### src/rtl/wb_pkg.sv
// Shared types and constants for the register-file write-back path.
package wb_pkg;

    localparam int unsigned XLEN  = 32;
    localparam int unsigned NREG  = 32;
    localparam int unsigned REG_W = 5;

    typedef logic [REG_W-1:0] reg_idx_t;

    typedef struct packed {
        reg_idx_t        rd;
        logic [XLEN-1:0] data;
    } wb_entry_t;

    localparam reg_idx_t REG_ZERO = '0;

endpackage

### src/rtl/wb_fifo.sv
// Small circular buffer holding long-latency results waiting for the write port.
module wb_fifo #(
    parameter int unsigned DEPTH = 4,
    parameter type entry_t = logic [31:0]
) (
    input  logic                     clk,
    input  logic                     rst_n,
    input  logic                     push,
    input  entry_t                   push_data,
    input  logic                     pop,
    output entry_t                   head,
    output logic                     full,
    output logic                     empty,
    output logic [$clog2(DEPTH):0]   count
);

    localparam int unsigned PW = $clog2(DEPTH);
    localparam int unsigned CW = PW + 1;

    entry_t          mem [DEPTH];
    logic [PW-1:0]   wr_ptr;
    logic [PW-1:0]   rd_ptr;
    logic [CW-1:0]   count_q;

    // Storage needs no reset; only pointers and occupancy are architectural.
    always_ff @(posedge clk) begin
        if (push) begin
            mem[wr_ptr] <= push_data;
        end
    end

    always_ff @(posedge clk or negedge rst_n) begin
        if (!rst_n) begin
            wr_ptr  <= '0;
            rd_ptr  <= '0;
            count_q <= '0;
        end else begin
            if (push) begin
                wr_ptr <= wr_ptr + PW'(1);
            end
            if (pop) begin
                rd_ptr <= rd_ptr + PW'(1);
            end
            count_q <= count_q + CW'(push) - CW'(pop);
        end
    end

    assign head  = mem[rd_ptr];
    assign full  = (count_q == CW'(DEPTH));
    assign empty = (count_q == '0);
    assign count = count_q;

endmodule

### src/rtl/writeback_arbiter.sv
// Merges ALU and long-latency results onto the single register-file write port
// and tracks destinations of in-flight long-latency ops for the decode stall.
module writeback_arbiter
    import wb_pkg::*;
#(
    parameter int unsigned FIFO_DEPTH = 4
) (
    input  logic                        clk,
    input  logic                        rst_n,
    input  logic                        alu_valid,
    input  logic [REG_W-1:0]            alu_rd,
    input  logic [XLEN-1:0]             alu_data,
    input  logic                        ld_valid,
    output logic                        ld_ready,
    input  logic [REG_W-1:0]            ld_rd,
    input  logic [XLEN-1:0]             ld_data,
    input  logic                        ld_issue,
    input  logic [REG_W-1:0]            ld_issue_rd,
    input  logic [REG_W-1:0]            chk_rs1,
    input  logic [REG_W-1:0]            chk_rs2,
    input  logic [REG_W-1:0]            chk_rd,
    output logic                        stall,
    output logic                        wb_we,
    output logic [REG_W-1:0]            wb_rd,
    output logic [XLEN-1:0]             wb_data,
    output logic [$clog2(FIFO_DEPTH):0] fifo_count
);

    wb_entry_t        head;
    wb_entry_t        ld_entry;
    logic             fifo_full;
    logic             fifo_empty;
    logic             push;
    logic             pop;
    logic             ld_live;
    logic             alu_win;
    logic             fifo_win;
    logic             byp_win;

    logic             wb_we_d;
    reg_idx_t         wb_rd_d;
    logic [XLEN-1:0]  wb_data_d;
    logic [NREG-1:0]  pending_q;
    logic [NREG-1:0]  pending_d;

    assign ld_entry = '{rd: ld_rd, data: ld_data};
    assign ld_ready = !fifo_full;

    // Accepted rd=0 results are swallowed here so they never reach FIFO or port.
    assign ld_live  = ld_valid && ld_ready && (ld_rd != REG_ZERO);
    assign alu_win  = alu_valid && (alu_rd != REG_ZERO);
    assign fifo_win = !alu_win && !fifo_empty;
    assign byp_win  = !alu_win && fifo_empty && ld_live;
    assign push     = ld_live && (alu_win || !fifo_empty);
    assign pop      = fifo_win;

    wb_fifo #(
        .DEPTH   (FIFO_DEPTH),
        .entry_t (wb_entry_t)
    ) u_fifo (
        .clk       (clk),
        .rst_n     (rst_n),
        .push      (push),
        .push_data (ld_entry),
        .pop       (pop),
        .head      (head),
        .full      (fifo_full),
        .empty     (fifo_empty),
        .count     (fifo_count)
    );

    // Winner selection and scoreboard update; a same-cycle set beats the clear.
    always_comb begin
        wb_we_d   = 1'b0;
        wb_rd_d   = wb_rd;
        wb_data_d = wb_data;
        pending_d = pending_q;
        if (alu_win) begin
            wb_we_d   = 1'b1;
            wb_rd_d   = alu_rd;
            wb_data_d = alu_data;
        end else if (fifo_win) begin
            wb_we_d   = 1'b1;
            wb_rd_d   = head.rd;
            wb_data_d = head.data;
            pending_d[head.rd] = 1'b0;
        end else if (byp_win) begin
            wb_we_d   = 1'b1;
            wb_rd_d   = ld_rd;
            wb_data_d = ld_data;
            pending_d[ld_rd] = 1'b0;
        end
        if (ld_issue && (ld_issue_rd != REG_ZERO)) begin
            pending_d[ld_issue_rd] = 1'b1;
        end
        pending_d[0] = 1'b0;
    end

    always_ff @(posedge clk or negedge rst_n) begin
        if (!rst_n) begin
            wb_we     <= 1'b0;
            wb_rd     <= '0;
            wb_data   <= '0;
            pending_q <= '0;
        end else begin
            wb_we     <= wb_we_d;
            wb_rd     <= wb_rd_d;
            wb_data   <= wb_data_d;
            pending_q <= pending_d;
        end
    end

    assign stall = ((chk_rs1 != REG_ZERO) && pending_q[chk_rs1]) ||
                   ((chk_rs2 != REG_ZERO) && pending_q[chk_rs2]) ||
                   ((chk_rd  != REG_ZERO) && pending_q[chk_rd]);

endmodule

### config.mk
export PLATFORM = sky130hd
export DESIGN_NAME = writeback_arbiter
export DESIGN_NICKNAME = d
export VERILOG_FILES = /design/src/rtl/wb_pkg.sv /design/src/rtl/wb_fifo.sv /design/src/rtl/writeback_arbiter.sv
export SDC_FILE = /design/constraint.sdc
export NUM_CORES = 1
export LEC_CHECK = 0
export ABC_AREA = 1
export BUFFER_PORTS_ARGS = -buffer_cell sky130_fd_sc_hd__buf_2
export CAP_MARGIN = 20
export CORE_ASPECT_RATIO = 0.9
export CORE_MARGIN = 8
export CORE_UTILIZATION = 45
export CTS_CLUSTER_DIAMETER = 40
export DETAILED_ROUTE_END_ITERATION = 10
export PLACE_DENSITY = 0.72
export SETUP_SLACK_MARGIN = 0.5
export SLEW_MARGIN = 20
export SYNTH_ARGS = -nofsm -noshare
export SYNTH_HDL_FRONTEND = slang
export SYNTH_SLANG_ARGS = --single-unit
### constraint.sdc
create_clock -name clk -period 9.5 [get_ports clk]
set_clock_uncertainty 0.05 [all_clocks]
set_input_delay 0.475 -clock clk [delete_from_list [all_inputs] [get_ports clk]]
set_output_delay 0.475 -clock clk [all_outputs]
set_load 0.01 [all_outputs]
==> results.ini, run 1 <==
[setup_path]
setup.worst_path.start_class = flop
path_class = flop to flop
reg2regPathDepth = 10
cp.arrival_ns = 3.47
cp-end-kind = flop
cp_data_required_time_ns = 9.89
cp_max_fo = 24

[worst_hold_path]
holdCritPathClass = input pin to flop
holdPathStages = 1

[synth]
ys_ff_latch = 224
ys_seq_area_share_pct = 57.6
synth_warnings = 0
synth_area_per_cell_um2 = 8.77
synth_cell_types = 39
syn_inst = 1257
syn_area_mm2 = 0.0110
syn_nets = 1363

[route]
wl_met3_um = 2400
wl_met1_um = 13600
wl_per_cell_um = 18.0
vias = 9469
drt_iter0_markers = 918
antenna_left = 0
wirelength_um = 31000
avgViaCountPerCell = 5.51
highest_layer = met5
met2WireLength_um = 14100
drc = 0
first_pass_iters = 5

[layout]
multi_input_area_mm2 = 0.00395
seq_area_mm2 = 0.00635
drive_gt1_share_pct = 15.9
area_growth_pct = 16.6
num-fill-cells = 2208
nets = 1492

[floorplan]
die_height_um = 164
die-area_mm2 = 0.0298
initial_core_util_pct = 45.6
die_w_um = 181
io_pins = 142
rows = 54
coreArea_mm2 = 0.0242

[clock_tree]
clock-sinks = 224
cts_tree = done
clockBufferDepth = 3
cts_resized = 0
insertion_delay_ns = 0.52
cts_buffers = 28
root_buffer = clkbuf_16
cts_max_level = 1
hold_buffers = 0
path_clk_slew_ns = 0.06
post_cts_buffers = 0

[global_routing]
grt_max_degree = 78
grt_antenna_before_repair = 3
grt_overflow = 0
grtUsageTotal_pct = 20.4
grt_pass1_vias = 9205
grt_pass1_wl_um = 49200

[power_and_ir_drop]
p_seq_share_pct = 38.7
switching_share_pct = 38.6
p_leak_nw = 5.54
p_clk_share_pct = 26.4
power.switching_mw = 1.45
intPower_mw = 2.31
combPwrFrac_pct = 34.9
powerDensity_mw_per_mm2 = 293
ir_drop_mv = 0.189

[sta]
hold_slack_ns = 0.126
post-route-period-util_pct = 32.4
setup_viol = 0
slew_viol_final = 0
slew_headroom_pct = 41.2
hold_viol = 0
rsz0062_at_grt = false
period_needed_ns = 3.08
setup_tns_ns = 0
worstMarginPinSlew_ns = 0.880
fmax_ghz = 0.325

[placement]
gp_congestion = 0.920
portBuffers = 141
hpwl_um = 20100

[job]
maxCapViolCount = 0

[status]
outcome = finished, final reports clean

stage by stage:
step | area [um^2] | cells | setup slack (ns) | util [%] | total power, mW
detailed placement | 11900 | 1663 | 6.01 | 49.4 | 2.77
global route | 12800 | 1717 | 6.25 | 53.1 | 4.00
CTS | 12800 | 1715 | 6.45 | 53.1 | 3.77
floorplan | 11000 | 1257 | 6.37 | - | 2.33
finish | 12800 | 1717 | 6.42 | 53.1 | 3.76
global placement | 11900 | 1663 | 6.04 | 49.4 | 2.75
power by group through the flow:
stage | logic (mW) | clock network (mW) | registers, mW
detailed placement | 1.30 | 0 | 1.47
floorplan | 0.836 | 0 | 1.49
global route | 1.47 | 1.05 | 1.48
CTS | 1.31 | 1.01 | 1.45
finish | 1.31 | 0.994 | 1.46
global placement | 1.28 | 0 | 1.46
sequential cells by signal, summed over array words and instances (netlist names):
name and cells:
pending_q 31, u_fifo.count 3, u_fifo.mem 148, u_fifo.rd_ptr 2, u_fifo.wr_ptr 2, wb_data 32, wb_rd 5, wb_we 1
synth_stat cells:
| cell | count | area [um^2] |
|---|---|---|
| clkbuf_1 | 20 | 75.1 |
| nand3b_1 | 1 | 7.51 |
| inv_2 | 6 | 22.5 |
| nand2_2 | 1 | 6.26 |
| o21ai_1 | 15 | 75.1 |
| nand4_1 | 1 | 6.26 |
| nor2_4 | 2 | 22.5 |
| xor2_1 | 3 | 26.3 |
| clkinv_1 | 1 | 3.75 |
| o21ai_0 | 101 | 505 |
| nand2_1 | 317 | 1190 |
| buf_4 | 5 | 37.5 |
| inv_1 | 120 | 450 |
| dfrtp_1 | 76 | 1900 |
| o211ai_1 | 8 | 60.1 |
| nor2_8 | 1 | 20.0 |
| ha_1 | 6 | 75.1 |
| o21ai_2 | 3 | 26.3 |
| edfxtp_1 | 148 | 4440 |
| o21ai_4 | 1 | 16.3 |
| o221ai_1 | 1 | 8.76 |
| o22ai_1 | 37 | 231 |
| nor3_2 | 1 | 10.0 |
| nand3_2 | 1 | 10.0 |
| clkbuf_2 | 2 | 10.0 |
| inv_6 | 1 | 8.76 |
| buf_2 | 22 | 110 |
| inv_4 | 1 | 6.26 |
| a21oi_1 | 32 | 160 |
| nand2_4 | 1 | 11.3 |
| nor2_1 | 160 | 601 |
| fa_1 | 1 | 20.0 |
| buf_6 | 3 | 33.8 |
| xnor2_1 | 1 | 8.76 |
| nor3_1 | 13 | 65.1 |
| a31oi_1 | 21 | 131 |
| a21boi_0 | 1 | 7.51 |
| nor2_2 | 4 | 25.0 |
| nand3_1 | 118 | 591 |
worst paths after layout:
path	startpoint	endpoint	slack, ns
min in group asynchronous	rst_n	wb_data[12]	0.51
setup / recovery	u_fifo.count[1]	u_fifo.count[2]	6.42
hold reg to reg	wb_data[6]	wb_data[6]	0.44
max in group asynchronous	rst_n	u_fifo.rd_ptr[0]	8.34
hold / removal	ld_data[5]	u_fifo.mem[1][5]	0.13
setup reg to reg	u_fifo.count[1]	u_fifo.count[2]	6.42
cell usage in the layout, fill, tap and decap left out, types with 2 or more instances in the layout:
| cell type | instances |
|---|---|
| ha_1 | 6 |
| edfxtp_1 | 148 |
| o21ai_2 | 3 |
| o211ai_1 | 8 |
| buf_2 | 140 |
| nor2_1 | 156 |
| a31oi_1 | 21 |
| o21ai_1 | 15 |
| xor2_1 | 3 |
| clkinv_2 | 2 |
| clkbuf_16 | 29 |
| dfrtp_1 | 75 |
| nor2_4 | 6 |
| nor3_1 | 13 |
| a21oi_1 | 32 |
| nor2_2 | 4 |
| clkinvlp_4 | 6 |
| buf_4 | 9 |
| clkbuf_1 | 5 |
| o22ai_1 | 37 |
| inv_6 | 7 |
| inv_1 | 119 |
| inv_2 | 7 |
| o21ai_0 | 101 |
| clkinv_1 | 3 |
| nand2_1 | 317 |
| nand3_1 | 118 |
cell families (layout without fill, tap and decap cells):
group                    Yosys count  in the layout  share of synthesized area, %
AND/OR/NAND/NOR                  621            621                          23.3
flip-flops                       224            224                          57.6
adder cells (fa/ha/maj)            7              7                         0.863
XOR/XNOR                           4              4                         0.318
AO/OA/AOI/OAI                    220            220                          11.1
buffers and inverters            181            332                          6.88
other                              0              1                             0
worst max-delay path, cell delays in order (launching register included):
cell     delay [ns]
dfrtp_1        0.44
nor3_2         0.45
inv_1          0.07
nand2_1        0.66
inv_2          0.08
ha_1           0.30
inv_1          0.04
ha_1           0.18
fa_1           0.37
xnor2_1        0.19
xor2_1         0.16
area by class of cell:
| type | count | area share (%) |
|---|---|---|
| diodes | 1 | 0.0195 |
| well taps | 308 | 3.00 |
| clock buffers | 35 | 5.90 |
| flip-flops and latches | 224 | 49.4 |
| clock inverters | 17 | 0.984 |
| repair buffers | 151 | 6.14 |
| multi-input cells | 852 | 30.7 |
| inverters | 129 | 3.83 |
layer usage:
| layer | vias to the layer above | track usage (%) |
|---|---|---|
| met5 | - | 0 |
| met4 | 4 | 6.25 |
| met3 | 57 | 3.67 |
| met2 | 459 | 33.2 |
| met1 | 4468 | 27.6 |
| li1 | 4481 | - |
Note: power is estimated with default switching activity, not from simulation.
==> run 2, diff against run 1 <==
--- a/config.mk
+++ b/config.mk
@@ -13,7 +13,7 @@
 export CORE_UTILIZATION = 45
 export CTS_CLUSTER_DIAMETER = 40
 export DETAILED_ROUTE_END_ITERATION = 10
-export PLACE_DENSITY = 0.72
+export PLACE_DENSITY = 0.74
 export SETUP_SLACK_MARGIN = 0.5
 export SLEW_MARGIN = 20
 export SYNTH_ARGS = -nofsm -noshare
==> constraint.sdc (replaced) <==
create_clock -name clk -period 2.7 [get_ports clk]
set_clock_uncertainty 0.05 [all_clocks]
set_input_delay 0.135 -clock clk [delete_from_list [all_inputs] [get_ports clk]]
set_output_delay 0.135 -clock clk [all_outputs]
set_load 0.01 [all_outputs]
==> run 2 against run 1 <==
Worst hold slack lost 0.11 ns. Non-clock buffer count increased by 96. Largest power group unchanged. Clock-buffer cell count fell by 3. Total power increased to 3.7 times the previous value. Sequential power rose to 3.6 times the previous value. Critical endpoint unchanged. Global-route usage grew 1.6 points. First-iteration DRC count rose by 47%. Maximum frequency grew 44%.
==> results.ini, run 2 (synthesis results as in run 1) <==
[status]
outcome = finished, final reports clean

[global_routing]
grt_pass1_vias = 9786  ; +6.3%
grt_antenna_before_repair = 1  ; -2
grt_pass1_wl_um = 52900  ; +7.4%
grt_max_degree = 51  ; -35%
grtUsageTotal_pct = 22.0  ; +1.6 points
grt_overflow = 0  ; unchanged

[setup_path]
crit_path_cell_trace = inv_2, nand2_1, nor2_2, nor2_2, o21ai_4, inv_4, nand2_1, inv_1, ha_1, fa_2, xnor2_2, xor2_1
path_class = flop to flop
setup.worst_path.start_class = flop
critPathTopFamily = adder cells
crit_path_max_incr_delay_ns = 0.45  ; -0.21 ns
cp.arrival_ns = 2.51  ; -0.96 ns
reg2regPathDepth = 12  ; +2
reg2reg_from = u_fifo.count[1]
crit_path_start = u_fifo.count[1]
cp-end-kind = flop
r2r_setup_slack_ns = 0.56  ; -5.86 ns
cpMaxStageDelayCell = dfrtp_2
crit_buf_inv = 3  ; unchanged
cp_max_fo = 4  ; -83%
cp_data_required_time_ns = 3.07  ; -6.82 ns
crit_end = u_fifo.count[2]
r2r_end = u_fifo.count[2]
crit_cells = 12  ; +2

[sta]
rsz0062_at_grt = true
slew_headroom_pct = 37.7  ; -3.5 points
fmax_ghz = 0.467  ; +44%
hold_viol = 0  ; unchanged
post-route-period-util_pct = 79.3  ; +47 points
setup_viol = 0  ; unchanged
slew_viol_final = 0  ; unchanged
setup_tns_ns = 0  ; unchanged
worstMarginPinSlew_ns = 0.934  ; +0.0539 ns
period_needed_ns = 2.14  ; -0.936 ns

[floorplan]
die-area_mm2 = 0.0298  ; unchanged
io_pins = 142  ; unchanged
die_height_um = 164  ; unchanged
rows = 54  ; unchanged
die_w_um = 181  ; unchanged
coreArea_mm2 = 0.0242  ; unchanged
initial_core_util_pct = 45.6  ; unchanged

[job]
maxCapViolCount = 0  ; unchanged

[clock_tree]
insertion_delay_ns = 0.54  ; +0.02 ns
cts_buffers = 28  ; unchanged
path_clk_slew_ns = 0.06  ; about the same
clock-sinks = 224  ; unchanged
cts_tree = done
cts_max_level = 1  ; unchanged
clockBufferDepth = 3  ; unchanged
root_buffer = clkbuf_16

[placement]
place_area_mm2 = 0.0121  ; +1.1%
gp_congestion = 0.935  ; +1.5%
portBuffers = 141  ; unchanged
hpwl_um = 20600  ; +2.4%

[power_and_ir_drop]
p_leak_nw = 6.02  ; +8.7%
ir_drop_mv = 0.696  ; +270%
powerDensity_mw_per_mm2 = 998  ; +240%
total_power_mw = 13.9  ; +270%

[route]
vias = 9992  ; +5.5%
wl_per_cell_um = 18.5  ; +2.5%
first_pass_iters = 6  ; +1
antenna_left = 0  ; unchanged
avgViaCountPerCell = 5.51  ; about the same
drc = 0  ; unchanged
wirelength_um = 33500  ; +8.2%
drt_iter0_markers = 1350  ; +47%

[layout]
largest_reg_flops = 148  ; unchanged
regMostFlops = u_fifo.mem
mostFrequentLayoutCell = nand2_1
area_growth_pct = 26.3
largest_registers = u_fifo.mem: 148 flops, wb_data: 32 flops, pending_q: 31 flops
nets = 1588  ; +6.4%
final_cell_mix = nand2_1 (317), nor2_1 (154), edfxtp_1 (148), buf_2 (140), nand3_1 (118)
stdcell_area_mm2 = 0.0139  ; +8.3%
drive_gt1_share_pct = 16.8  ; +0.91 points

[worst_hold_path]
holdCritPathClass = input pin to flop

## run 2: worst min path at each step
stage | start | to | depth (start not counted)
after detailed placement | rst_n | wb_data[16] | 1
after CTS | alu_rd[4] | wb_rd[4] | 5
after global routing | alu_rd[3] | wb_rd[3] | 5
final | alu_rd[3] | wb_rd[3] | 5
after global placement | rst_n | wb_data[16] | 1
after floorplan | rst_n | pending_q[10] | 0
## run 2: repair_timing
item,CTS,global route
endpoints found under the hold margin,246,0
hold buffers,79,0
pin swaps,1,4
gates resized for setup,3,11
endpoints found under the setup margin,1,83
gates cloned,0,1
setup buffers,1,5
## run 2: area by class of cell
| cell class | instances | area, um^2 |
|---|---|---|
| Timing Repair Buffer | 247 | 1770 |
| Tap cell | 308 | 385 |
| Clock buffer | 32 | 737 |
| Inverter | 129 | 495 |
| Fill cell | 2009 | 10300 |
| Sequential cell | 224 | 6350 |
| Antenna cell | 1 | 2.50 |
| Multi-Input combinational cell | 852 | 3970 |
| Clock inverter | 20 | 201 |
## run 2: through the flow
stage               worst slack (ns)  utilization [%]  hold WS [ns]  instances
floorplan                      0.141                -        -0.211       1257
global placement               0.444             49.9         0.153       1674
detailed placement             0.427             49.9         0.160       1674
CTS                            0.519             57.2        0.0149       1806
global route                   0.434             57.5        0.0507       1813
finish                         0.558             57.5        0.0204       1813
## run 2: report_power, final
part	switching, mW	internal (mW)
registers	0.534	4.69
logic	3.27	1.66
clock network	1.49	2.26
## run 2: worst register-to-register path: stages, from the launching register on
cell,delay (ns)
dfrtp_2,0.45
inv_2,0.09
nand2_1,0.08
nor2_2,0.12
nor2_2,0.07
o21ai_4,0.08
inv_4,0.08
nand2_1,0.10
inv_1,0.07
ha_1,0.21
fa_2,0.35
xnor2_2,0.14
xor2_1,0.14
## run 2: per-layer routing
layer / track usage [%] / part of all wire, % / wire (um) / vias to the layer above
met5: 0 / 0 / 0 / -
met4: 6.89 / 2.7 / 888 / 0
met3: 3.25 / 8.8 / 2930 / 68
met2: 36.9 / 48 / 16000 / 531
met1: 29.2 / 41 / 13700 / 4725
li1: - / - / - / 4668
==> run 3, diff against run 2 <==
--- a/config.mk
+++ b/config.mk
@@ -5,7 +5,7 @@
 export SDC_FILE = /design/constraint.sdc
 export NUM_CORES = 1
 export LEC_CHECK = 0
-export ABC_AREA = 1
+export ABC_AREA = 0
 export BUFFER_PORTS_ARGS = -buffer_cell sky130_fd_sc_hd__buf_2
 export CAP_MARGIN = 20
 export CORE_ASPECT_RATIO = 0.9
@@ -13,7 +13,7 @@
 export CORE_UTILIZATION = 45
 export CTS_CLUSTER_DIAMETER = 40
 export DETAILED_ROUTE_END_ITERATION = 10
-export PLACE_DENSITY = 0.74
+export PLACE_DENSITY = 0.72
 export SETUP_SLACK_MARGIN = 0.5
 export SLEW_MARGIN = 20
 export SYNTH_ARGS = -nofsm -noshare
==> constraint.sdc (replaced) <==
create_clock -name clk -period 2.05 [get_ports clk]
set_clock_uncertainty 0.05 [all_clocks]
set_input_delay 0.1025 -clock clk [delete_from_list [all_inputs] [get_ports clk]]
set_output_delay 0.1025 -clock clk [all_outputs]
set_load 0.01 [all_outputs]
==> run 3 against run 2 <==
The flow now finishes with violations (negative setup slack). Clock power up 54%. Clock-buffer cell count up 2. Cell count down 22%. Sequential cell count unchanged. Synthesized cell count down 42%. Non-clock buffer count up 121. First-iteration DRC count up 0.81%. Global-route usage up 4.4 points. Design area up 17%. Area after synthesis down 5.9%. Die area down 5.4%. Largest cell class unchanged.
==> results.ini, run 3 <==
[layout]
final_cell_mix = edfxtp_1 (148), buf_2 (137), dlygate4sd3_1 (74), dfrtp_1 (71), buf_4 (58)
num-fill-cells = 1205  ; -40%
drive_gt1_share_pct = 54.3  ; +37 points
nets = 1204  ; -24%
area_growth_pct = 56.7
layout.cells.non_filler = 1423  ; -22%
largest_reg_flops = 148  ; unchanged
multi_input_area_mm2 = 0.00493  ; +24%
largest_registers = u_fifo.mem: 148 flops, wb_data: 32 flops, pending_q: 31 flops
seq_area_mm2 = 0.00635  ; about the same
mostFrequentLayoutCell = edfxtp_1
regMostFlops = u_fifo.mem
stdcell_area_mm2 = 0.0162  ; +17%

[power_and_ir_drop]
powerDensity_mw_per_mm2 = 1450  ; +46%
p_leak_nw = 6.27  ; +4.2%
ir_drop_mv = 0.787  ; +13%

[setup_path]
reg2regPathDepth = 5  ; -7
r2r_end = pending_q[10]
cp.arrival_ns = 2.45  ; -0.06 ns
crit_path_start = pending_q[12]
r2r_setup_slack_ns = -0.33  ; -0.89 ns
path_class = flop to output pin
cp_data_required_time_ns = 1.90  ; -1.17 ns
reg2reg_from = u_fifo.rd_ptr[0]
crit_path_max_incr_delay_ns = 0.48  ; +0.03 ns
crit_end = stall
setup.worst_path.start_class = flop
crit_path_cell_trace = mux2i_1, mux4_2, mux2_2, o32ai_1, or3_4, buf_6
cp-end-kind = output pin
cpMaxStageDelayCell = mux4_2
cp_max_fo = 3  ; -1

[global_routing]
grt_overflow = 0  ; unchanged
grt_max_degree = 41  ; -20%
grt_antenna_before_repair = 4  ; +3
grtUsageTotal_pct = 26.3  ; +4.4 points
grt_pass1_wl_um = 57500  ; +8.7%
grt_pass1_vias = 9336  ; -4.6%

[clock_tree]
cts_buffers = 30  ; +7.1%
insertion_delay_ns = 0.55  ; about the same
root_buffer = clkbuf_16
cts_tree = done
clockBufferDepth = 3  ; unchanged
path_clk_slew_ns = 0.06  ; about the same
clock-sinks = 224  ; unchanged
cts_max_level = 1  ; unchanged

[synth]
synth_area_leaders = edfxtp_1 (43%), dfrtp_1 (18%), mux4_2 (11%), a21oi_1 (2.8%), nand2_1 (2.4%)
ys_async_sr_fraction_pct = 33.9  ; unchanged
syn_nets = 837  ; -39%
yosysTopAreaCell = edfxtp_1
ys_seq_area_share_pct = 61.2  ; +3.6 points
synth_warnings = 0  ; unchanged
syn_inst = 731  ; -42%
synth_edf_count = 148  ; unchanged
synthFlopType = edfxtp_1
synth_top_area_share_pct = 42.9  ; +2.5 points
syn_area_mm2 = 0.0104  ; -5.9%
yosysMostFrequentCell = edfxtp_1
ys_ff_latch = 224  ; unchanged
synth_cell_types = 57  ; +46%
synth_area_per_cell_um2 = 14.2  ; +62%
synthTopCellsByCount = edfxtp_1 (148), dfrtp_1 (76), nand2_1 (66)

[route]
wl_met1_um = 14400  ; +5.2%
highest_layer = met4
wl_per_cell_um = 30.1  ; +63%
drt_iter0_markers = 1361  ; +0.81%
antenna_left = 0  ; unchanged
vias = 9418  ; -5.7%
wirelength_um = 42800  ; +28%
avgViaCountPerCell = 6.62  ; +20%
met2WireLength_um = 20200  ; +26%
wl_met3_um = 5180  ; +77%
drc = 0  ; unchanged
first_pass_iters = 6  ; unchanged

[sta]
period_needed_ns = 2.60
setup_viol = 152  ; +152
slew_viol_final = 0  ; unchanged
hold_viol = 0  ; unchanged
post-route-period-util_pct = 127
fmax_ghz = 0.385
slew_headroom_pct = 43.1  ; +5.4 points
fin_ws_ns = -0.548  ; -1.11 ns
hold_slack_ns = 0.0513  ; +0.0308 ns
worstMarginPinSlew_ns = 0.851  ; -0.0832 ns
setup_tns_ns = -13.10  ; -13.10 ns
rsz0062_at_grt = true

[floorplan]
die_height_um = 160  ; -2.7%
coreArea_mm2 = 0.0226  ; -6.7%
die-area_mm2 = 0.0282  ; -5.4%
die_w_um = 176  ; -2.7%
io_pins = 142  ; unchanged
rows = 52  ; -3.7%
initial_core_util_pct = 45.9  ; +0.37 points

[job]
maxCapViolCount = 0  ; unchanged

[placement]
hpwl_um = 18600  ; -9.5%
gp_congestion = 0.861  ; -7.8%
place_area_mm2 = 0.0118  ; -2.3%
place_inst = 1181  ; -29%
portBuffers = 141  ; unchanged

[worst_hold_path]
holdCritPathClass = input pin to async pin

[status]
outcome = finished with violations
violations = negative setup slack

[run 3: cell count changes in the layout (fill, tap and decap cells not counted), moves of 22 or more]
cell     previous run  this run
buf_6               1        56
o21ai_0           101        10
nand2_1           317        47
buf_4              22        58
inv_1             117         8
o22ai_1            37         0
a21oi_2             0        29
nand3_1           118         6
a22o_1              0        22
mux4_2              0        52
nor2_1            154        13
[run 3: logic make-up after synthesis]
group                    share of synthesized area [%]
adder cells (fa/ha/maj)                          0.917
AO/OA/AOI/OAI                                     12.4
XOR/XNOR                                         0.422
multiplexers                                      13.5
AND/OR/NAND/NOR                                   9.10
buffers and inverters                             2.44
flip-flops                                        61.2
[run 3: worst min-delay path by stage]
stage / slack (ns) / depth (start not counted) / endpoint / from
2_1_floorplan: -0.24 / 0 / pending_q[10] / rst_n
3_3_place_gp: 0.09 / 1 / wb_data[14] / rst_n
3_5_place_dp: 0.1 / 1 / wb_data[14] / rst_n
4_1_cts: 0.001 / 2 / u_fifo.mem[2][32] / ld_rd[0]
5_1_grt: 0.05 / 2 / u_fifo.mem[3][32] / ld_rd[0]
6_report: 0.05 / 2 / wb_data[11] / rst_n
[run 3: routing by layer]
layer	track usage (%)	up-vias
li1	-	3667
met1	32.7	4620
met2	42.4	894
met3	6.55	237
met4	13.0	0
met5	0	-
[run 3: area by class of cell]
class,count,share of cell area (%)
clock buffers,34,5.03
flip-flops and latches,224,39.1
inverters,11,0.323
repair buffers,368,21.0
clock inverters,22,1.82
multi-input cells,463,30.3
well taps,297,2.29
diodes,4,0.0616
[run 3: what timing repair did]
item	CTS	global route
hold buffers	74	0
gates resized for setup	255	90
endpoints found under the hold margin	253	0
cloned	26	4
buffers inserted	52	26
endpoints found under the setup margin	224	225
pin swaps	96	42
[run 3: per-stage QoR]
stage / power [mW] / worst slack [ns] / util [%]
finish: 23.6 / -0.548 / 72.0
global route: 24.2 / -0.603 / 72.0
CTS: 21.4 / -0.411 / 68.9
detailed placement: 12.8 / -0.120 / 52.3
global placement: 12.7 / -0.0936 / 52.3
floorplan: 10.6 / -0.211 / -
[run 3: power by group]
| group | internal (mW) | leakage [nW] | switching (mW) | total [mW] |
|---|---|---|---|---|
| sequential | 6.16 | 2.24 | 1.04 | 7.20 |
| combinational | 5.33 | 3.48 | 5.32 | 10.7 |
| clock | 3.57 | 0.550 | 2.21 | 5.79 |
[run 3: worst max-delay path: cells and delay by family, from the launching register on]
family	cells	cell delay, ns
multiplexers	3	0.90
flip-flops	1	0.44
AO/OA/AOI/OAI	1	0.28
AND/OR/NAND/NOR	1	0.19
buffers and inverters	1	0.09
